File: src/rtl/fft_stage1_feeder.sv
// First-stage feeder for a radix-2 DIF FFT.
// Buffers one frame of N complex samples, then issues the N/2 operand pairs
// (x[k], x[k+N/2]) with twiddle index k to the butterfly.
//
// state   | meaning
// --------+-----------------------------------------------------------
// S_FILL  | accepting samples into the frame buffer, sample_ready=1
// S_ISSUE | presenting operand pairs from the buffer, pair_valid=1
module fft_stage1_feeder #(
  parameter int N_POINTS = 8,
  parameter int DATA_W   = 16,
  localparam int ADDR_W  = $clog2(N_POINTS),
  localparam int IDX_W   = (ADDR_W > 1) ? ADDR_W - 1 : 1
) (
  input  logic              clk,
  input  logic              n_rst,
  input  logic              flush,
  input  logic              sample_valid,
  output logic              sample_ready,
  input  logic [DATA_W-1:0] sample_real,
  input  logic [DATA_W-1:0] sample_imag,
  output logic              pair_valid,
  input  logic              pair_ready,
  output logic [DATA_W-1:0] in1_real,
  output logic [DATA_W-1:0] in1_imag,
  output logic [DATA_W-1:0] in2_real,
  output logic [DATA_W-1:0] in2_imag,
  output logic [IDX_W-1:0]  twiddle_idx,
  output logic              frame_done
);

  typedef enum logic {S_FILL, S_ISSUE} state_t;

  localparam logic [ADDR_W-1:0] LAST_WR = ADDR_W'(N_POINTS - 1);
  localparam logic [IDX_W-1:0]  LAST_K  = IDX_W'(N_POINTS / 2 - 1);

  state_t              state_q, state_d;
  logic [ADDR_W-1:0]   wr_cnt_q, wr_cnt_d;
  logic [IDX_W-1:0]    k_q, k_d;
  logic                frame_done_q, frame_done_d;
  logic [DATA_W-1:0]   mem_re_q [N_POINTS];
  logic [DATA_W-1:0]   mem_re_d [N_POINTS];
  logic [DATA_W-1:0]   mem_im_q [N_POINTS];
  logic [DATA_W-1:0]   mem_im_d [N_POINTS];

  // Pair addresses: k in the lower half, k+N/2 is k with the top address bit set.
  logic [ADDR_W-1:0]   lo_addr;
  logic [ADDR_W-1:0]   hi_addr;
  assign lo_addr = {1'b0, k_q};
  assign hi_addr = {1'b1, k_q};

  // Next-state logic: flush overrides both handshakes; counters stop at their bounds.
  always_comb begin
    state_d      = state_q;
    wr_cnt_d     = wr_cnt_q;
    k_d          = k_q;
    frame_done_d = 1'b0;
    mem_re_d     = mem_re_q;
    mem_im_d     = mem_im_q;
    if (flush) begin
      state_d  = S_FILL;
      wr_cnt_d = '0;
      k_d      = '0;
    end else begin
      case (state_q)
        S_FILL: begin
          if (sample_valid) begin
            mem_re_d[wr_cnt_q] = sample_real;
            mem_im_d[wr_cnt_q] = sample_imag;
            if (wr_cnt_q == LAST_WR) begin
              state_d  = S_ISSUE;
              wr_cnt_d = '0;
              k_d      = '0;
            end else begin
              wr_cnt_d = wr_cnt_q + ADDR_W'(1);
            end
          end
        end
        S_ISSUE: begin
          if (pair_ready) begin
            if (k_q == LAST_K) begin
              state_d      = S_FILL;
              k_d          = '0;
              frame_done_d = 1'b1;
            end else begin
              k_d = k_q + IDX_W'(1);
            end
          end
        end
        default: state_d = S_FILL;
      endcase
    end
  end

  // State, counters, frame buffer and done pulse; reset clears the buffer too.
  always_ff @(posedge clk or negedge n_rst) begin
    if (!n_rst) begin
      state_q      <= S_FILL;
      wr_cnt_q     <= '0;
      k_q          <= '0;
      frame_done_q <= 1'b0;
      for (int i = 0; i < N_POINTS; i++) begin
        mem_re_q[i] <= '0;
        mem_im_q[i] <= '0;
      end
    end else begin
      state_q      <= state_d;
      wr_cnt_q     <= wr_cnt_d;
      k_q          <= k_d;
      frame_done_q <= frame_done_d;
      mem_re_q     <= mem_re_d;
      mem_im_q     <= mem_im_d;
    end
  end

  // Handshake flags decode only the registered state.
  assign sample_ready = (state_q == S_FILL);
  assign pair_valid   = (state_q == S_ISSUE);

  assign in1_real    = mem_re_q[lo_addr];
  assign in1_imag    = mem_im_q[lo_addr];
  assign in2_real    = mem_re_q[hi_addr];
  assign in2_imag    = mem_im_q[hi_addr];
  assign twiddle_idx = k_q;
  assign frame_done  = frame_done_q;

endmodule
File: config.mk
export PLATFORM = sky130hd
export DESIGN_NAME = fft_stage1_feeder
export DESIGN_NICKNAME = d
export VERILOG_FILES = /design/src/rtl/fft_stage1_feeder.sv
export SDC_FILE = /design/constraint.sdc
export NUM_CORES = 1
export LEC_CHECK = 0
export ABC_CLOCK_PERIOD_IN_PS = 2370
export BUFFER_PORTS_ARGS = -buffer_cell sky130_fd_sc_hd__buf_2
export CAP_MARGIN = 10
export CORE_MARGIN = 3
export CORE_UTILIZATION = 42
export CTS_CLUSTER_DIAMETER = 120
export DETAILED_ROUTE_END_ITERATION = 6
export PLACE_DENSITY = 0.61
export SETUP_SLACK_MARGIN = 0.1
export SLEW_MARGIN = 20
export SYNTH_ARGS = -nofsm -noshare
export SYNTH_HDL_FRONTEND = slang
export SYNTH_SLANG_ARGS = --single-unit
File: constraint.sdc
create_clock -name clk -period 2.37 [get_ports clk]
set_clock_uncertainty 0.05 [all_clocks]
set_input_delay 0 -clock clk [delete_from_list [all_inputs] [get_ports clk]]
set_output_delay 0 -clock clk [all_outputs]
set_load 0.005 [all_outputs]
# [Word-level counts from Yosys, hierarchy flattened]
# Index checks and enable logic that the tools add are counted.
[word_totals] ff_bits=263 input_bits=37 out_inout_bits=69 word_cells=78
[classes] n_addsub=2 order_cmp=4 eq_ne=6 mux=36 bitwise_logic=5 n_reduce_logical=5
[ops] op="128-bit bitwise mux" n=2
[ops] op="16-bit binary-select mux with 3-bit select" n=4
[ops] op="16-bit 2-to-1 mux" n=9
[ops] op="16-bit demux with 3-bit select" n=1
[ops] op="4-bit >= comparator (second input constant)" n=3
[ops] op="3-bit 2-to-1 mux" n=4
[ops] op="2-bit 2-to-1 mux" n=5
[ops] op="1-bit 2-to-1 mux" n=9
[ops] op="3-bit inverter with 4-bit output" n=2
[ops] op="3-bit != test (second input constant)" n=2
[ops] op="3-bit AND reduction" n=2
[ops] op="4-bit by 1-bit < comparator with 1-bit output (second input constant)" n=1
[ops] op="2-bit inverter with 4-bit output" n=1
[ops] op="2-bit case mux with 2 select lines" n=1
[ops] op="3-bit by 1-bit adder with 3-bit output (second input constant)" n=1
[ops] op="3-bit == test (second input constant)" n=1
[ops] op="3-bit by 2-bit != test with 1-bit output (second input constant)" n=1
[ops] op="2-bit by 1-bit adder with 2-bit output (second input constant)" n=1
[ops] op="2-bit == test (second input constant)" n=1
[ops] op="2-bit != test (second input constant)" n=1
[ops] op="1-bit inverter" n=2
[ops] op="1-bit case mux with 2 select lines" n=1
[ops] op="2-bit AND reduction" n=1
[ops] op="2-bit nonzero test" n=1
[ops] op="1-bit logical AND" n=1

# [Depth between registers and ports, before layout]
[logic_depth] depth_word=6 mapped_depth=6

# [Worst setup path after synthesis]
# OpenSTA, ideal clock, no wires.
[synth_path] kind="register to register" from="reg wr_cnt_q[0]" to="reg k_q[0] (netlist: twiddle_idx[0])" setup_ns=0.127 t_arrival_ns=1.458 t_required_ns=2.193 path_slack_ns=0.734 stages_incl_launch_ff=5 n_path_buf=0 synth_period_minus_slack_ns=1.636 cell_sequence="dfrtp_1 ha_1 ha_1 a221o_1 mux2_1"
[synth_via] elab_chain_cells=3
[synth_lines] item="start, declared" line_no="38" source="logic [ADDR_W-1:0] wr_cnt_q, wr_cnt_d;"
[synth_lines] item="start signal, assigned" line_no="108" source="wr_cnt_q <= wr_cnt_d;"
[synth_lines] item="3-bit == test" line_no="70" source="if (wr_cnt_q == LAST_WR) begin"
[synth_lines] item="3-bit by 2-bit != test with 1-bit output (no source line)"
[synth_lines] item="3-bit AND reduction (no source line)"
[synth_lines] item="end signal, assigned" line_no="109" source="k_q <= k_d;"
[synth_lines] item="end, declared" line_no="39" source="logic [IDX_W-1:0] k_q, k_d;"
# Every way passes these cells.
# A chain may end at the register's enable or synchronous reset.

# [Worst setup path after layout]
[layout_path] from="reg k_q[1] (netlist: twiddle_idx[1])" to="out in2_imag[11]"
[layout_via] elab_chain_cells=4
[layout_lines] item="3-bit inverter with 4-bit output (not written as such)" line_no="123" source="assign in2_imag = mem_im_q[hi_addr];"
[layout_lines] item="16-bit binary-select mux with 3-bit select" line_no="123"
[layout_lines] item="16-bit 2-to-1 mux (not written as such) (2 in series)" line_no="123"
[layout_lines] item="end, declared" line_no="27" source="output logic [DATA_W-1:0] in2_imag,"
# Every way passes these cells. The select of a mux whose other input is x is not followed.

==> results.md <==
* Outcome: finished with violations
* Failing checks: negative hold slack
* Io pins at 106
* Register area at 6590 um^2
* Layout cells sized above 1 at between 50% and 60%
* Vias in the first global route at 7303
* Via count at 6462
* Max-Cap Viols at 0
* Routing usage on met2 at 31.0%
* Grt ovf at 0
* Slew Limit Fails at 0
* Core footprint at 27000 um^2
* Clk pin slew, worst setup/hold paths at approximately 0.060 ns
* CTS max path bufs at 3
* Routed WL at 26100 um
* R2R depth at 4
* Critical Path AT at 2.13 ns
* Clock root buffer: clkbuf_16
* Post-synth EDFFs at 0
* Critical path peak fanout at 30
* CTS tree: done
* Port buffer count at about 110
* Post-Syn Area at ~12000 um^2
* Post-synth ARST share at 100%
* Sink Count at 263
* Die height at 172 um
* Nets at 863
* Cell Rows at 60
* Min-delay worst type: primary input to async pin
* Met3 track utilization from global routing at between 3 and 4%
* TritonCTS Buffers at 29
* Slew HR at about half
* GRT busiest layer: met2
* Leak at between 6 and 7 nW
* Endpoint class of the critical path: output port
* Cell Pwr Density at 828 nW/um^2
* Final Core Density at 51.9%
* Placed wire-length estimate at 16400 um
* Crit Path Category: register to output port
* Avg Cell Area, Syn at 17.4 um^2
* Syn. warnings at 0
* Unrepaired setup endpoints after global routing: false
* GR Util met1 at between 20 and 25%
* Synth area leader: dfrtp_1
* Post-layout min period at between 2 and 2.5 ns
* Worst R2R Start: pair_valid
* # DRC at 0
* R2r setup slk at around 0.37 ns
* Seq/Total Area, Yosys at between 50% and 60%
* Synthesized Nets at 703
* Final cell count without fillers at about 1200
* Commonest register cell after synthesis: dfrtp_1
* Clk_lat worst skew at 0.53 ns
* Synthesized netlist cell count at 663
* Initial DRC Count at just under 300
* Setup crit start kind: register
* DRT Pass-1 Iters at 4
* Final setup fails at 0
* # placed instances at 1092
* Area share of the largest cell type after synthesis at 57.0%
* Die Footprint at 29500 um^2
* RR Endpoint: wr_cnt_q[2]
* First-pass GRT wire length at roughly 42000 um
* Largest net degree at the start of global routing at 93
* Initial antenna violation count at 0
* Worst-Margin Slew at 0.774 ns
* Routed vias/inst at 5.45
* Worst ir drop on vdd at 0.587 mV
* CTS H-tree lvls at 1
* Final antenna-violating net count at 0
* DIE WIDTH at about 170 um
* Starting density of the core at a little over two fifths
* Max Clk Rate at between 400 and 500 MHz
* Distinct cell type count after synthesis at 27
* Multi-input logic area at about 4700 um^2
* Diodes inserted at 0
* FF+latch count, synth at 263
* Synthesis-to-layout area growth at 21.1%
* Drt wl/cell at 22.0 um
* Period utilization at roughly nine tenths
* Final Hold Fails at 4
* WHS at -0.0113 ns
* GP Congestion at 0.784
* Fillcell total at 2183
* Total GRT Usage at between 15 and 20%
* Final setup TNS at 0 ns
* Synth area leaders: dfrtp_1, mux2_2, mux4_2
* Critical Path RT at between 2 and 2.5 ns
[synth_stat cells, types with 2 or more instances]
library cell	n
dfrtp_1	263
mux2_2	221
mux4_2	64
mux2_4	30
buf_2	25
buf_6	8
nor2_1	7
clkbuf_1	6
mux2_1	6
nand2_1	5
buf_4	3
ha_1	3
mux2i_1	3
and4_1	2
inv_1	2
nand3_1	2
nor2b_1	2
nor3_1	2
[logic make-up (layout without fill, tap and decap cells)]
family	after synthesis	count (layout)	synth area share [%]
AND/OR/NAND/NOR	25	25	1.26
multiplexers	324	324	38.8
AO/OA/AOI/OAI	3	3	0.195
buffers and inverters	45	227	2.35
adder cells (fa/ha/maj)	3	3	0.325
flip-flops	263	263	57.0
[how the worst max path moves through the flow]
stage | slack, ns | startpoint | end | cells past startpoint
after global routing | 0.12 | twiddle_idx[1] | in2_imag[13] | 3
after CTS | 0.10 | twiddle_idx[0] | in2_imag[4] | 3
final | 0.19 | twiddle_idx[1] | in2_imag[11] | 3
after detailed placement | 0.41 | wr_cnt_q[1] | mem_im_q[33] | 4
after global placement | 0.52 | twiddle_idx[0] | in2_imag[4] | 3
after floorplan | 0.73 | wr_cnt_q[0] | twiddle_idx[0] | 4
[registers in the layout, indices dropped and copies added (netlist names)]
name / flops
mem_re_q: 128
mem_im_q: 128
twiddle_idx: 2
pair_valid: 1
wr_cnt_q: 3
frame_done: 1
[critical path: stages, from the launching register on]
cell,delay [ns]
dfrtp_4,0.74
buf_4,0.33
mux4_2,0.35
buf_2,0.15
[metal layers]
layer | up-vias | routed length [um] | part of all wire, %
met4 | 0 | 442 | 1.7
met5 | - | 0 | 0
met2 | 120 | 13000 | 50
met1 | 3501 | 11500 | 44
met3 | 36 | 1100 | 4.2
li1 | 2805 | - | -
[power by group]
part	switching (W)	internal (W)	total, W
Sequential	0.000329	0.00516	0.00549
Clock	0.00174	0.00285	0.00459
Combinational	0.000553	0.000942	0.00149
Total	0.00262	0.00896	0.0116
[cells in the final DEF (no fill, tap or decap), types with 8 or more instances in the layout]
master	n
clkbuf_8	9
buf_12	9
buf_2	104
mux4_2	64
dlygate4sd3_1	37
clkbuf_1	8
dfrtp_1	261
mux2_4	30
clkbuf_16	29
buf_4	20
mux2_2	221
[timing repair]
| action | CTS | global route |
|---|---|---|
| endpoints found under the hold margin | 448 | 0 |
| buffers inserted | 1 | 3 |
| gates cloned | 0 | 0 |
| hold buffers | 37 | 0 |
| endpoints found under the setup margin | 46 | 21 |
| gates resized for setup | 0 | 0 |
[final cells by class]
| class | instances | area share (%) |
|---|---|---|
| clock buffer | 46 | 6.29 |
| tap | 341 | 3.05 |
| clock inverter | 7 | 0.833 |
| multi-input combinational | 355 | 33.7 |
| timing repair buffer | 172 | 8.95 |
| sequential | 263 | 47.1 |
| inverter | 2 | 0.0537 |
[per-stage QoR]
step	hold WS (ns)	area (um^2)	total power [W]	worst slack, ns
after CTS	0.0605	14000	0.0117	0.103
after global placement	0.00677	12600	0.00691	0.516
after floorplan	-0.346	11500	0.00638	0.734
after detailed placement	0.0313	12600	0.00704	0.409
final	-0.0113	14000	0.0116	0.192
after global routing	0.0618	14000	0.0121	0.125
(Power assumes the default switching activity.)
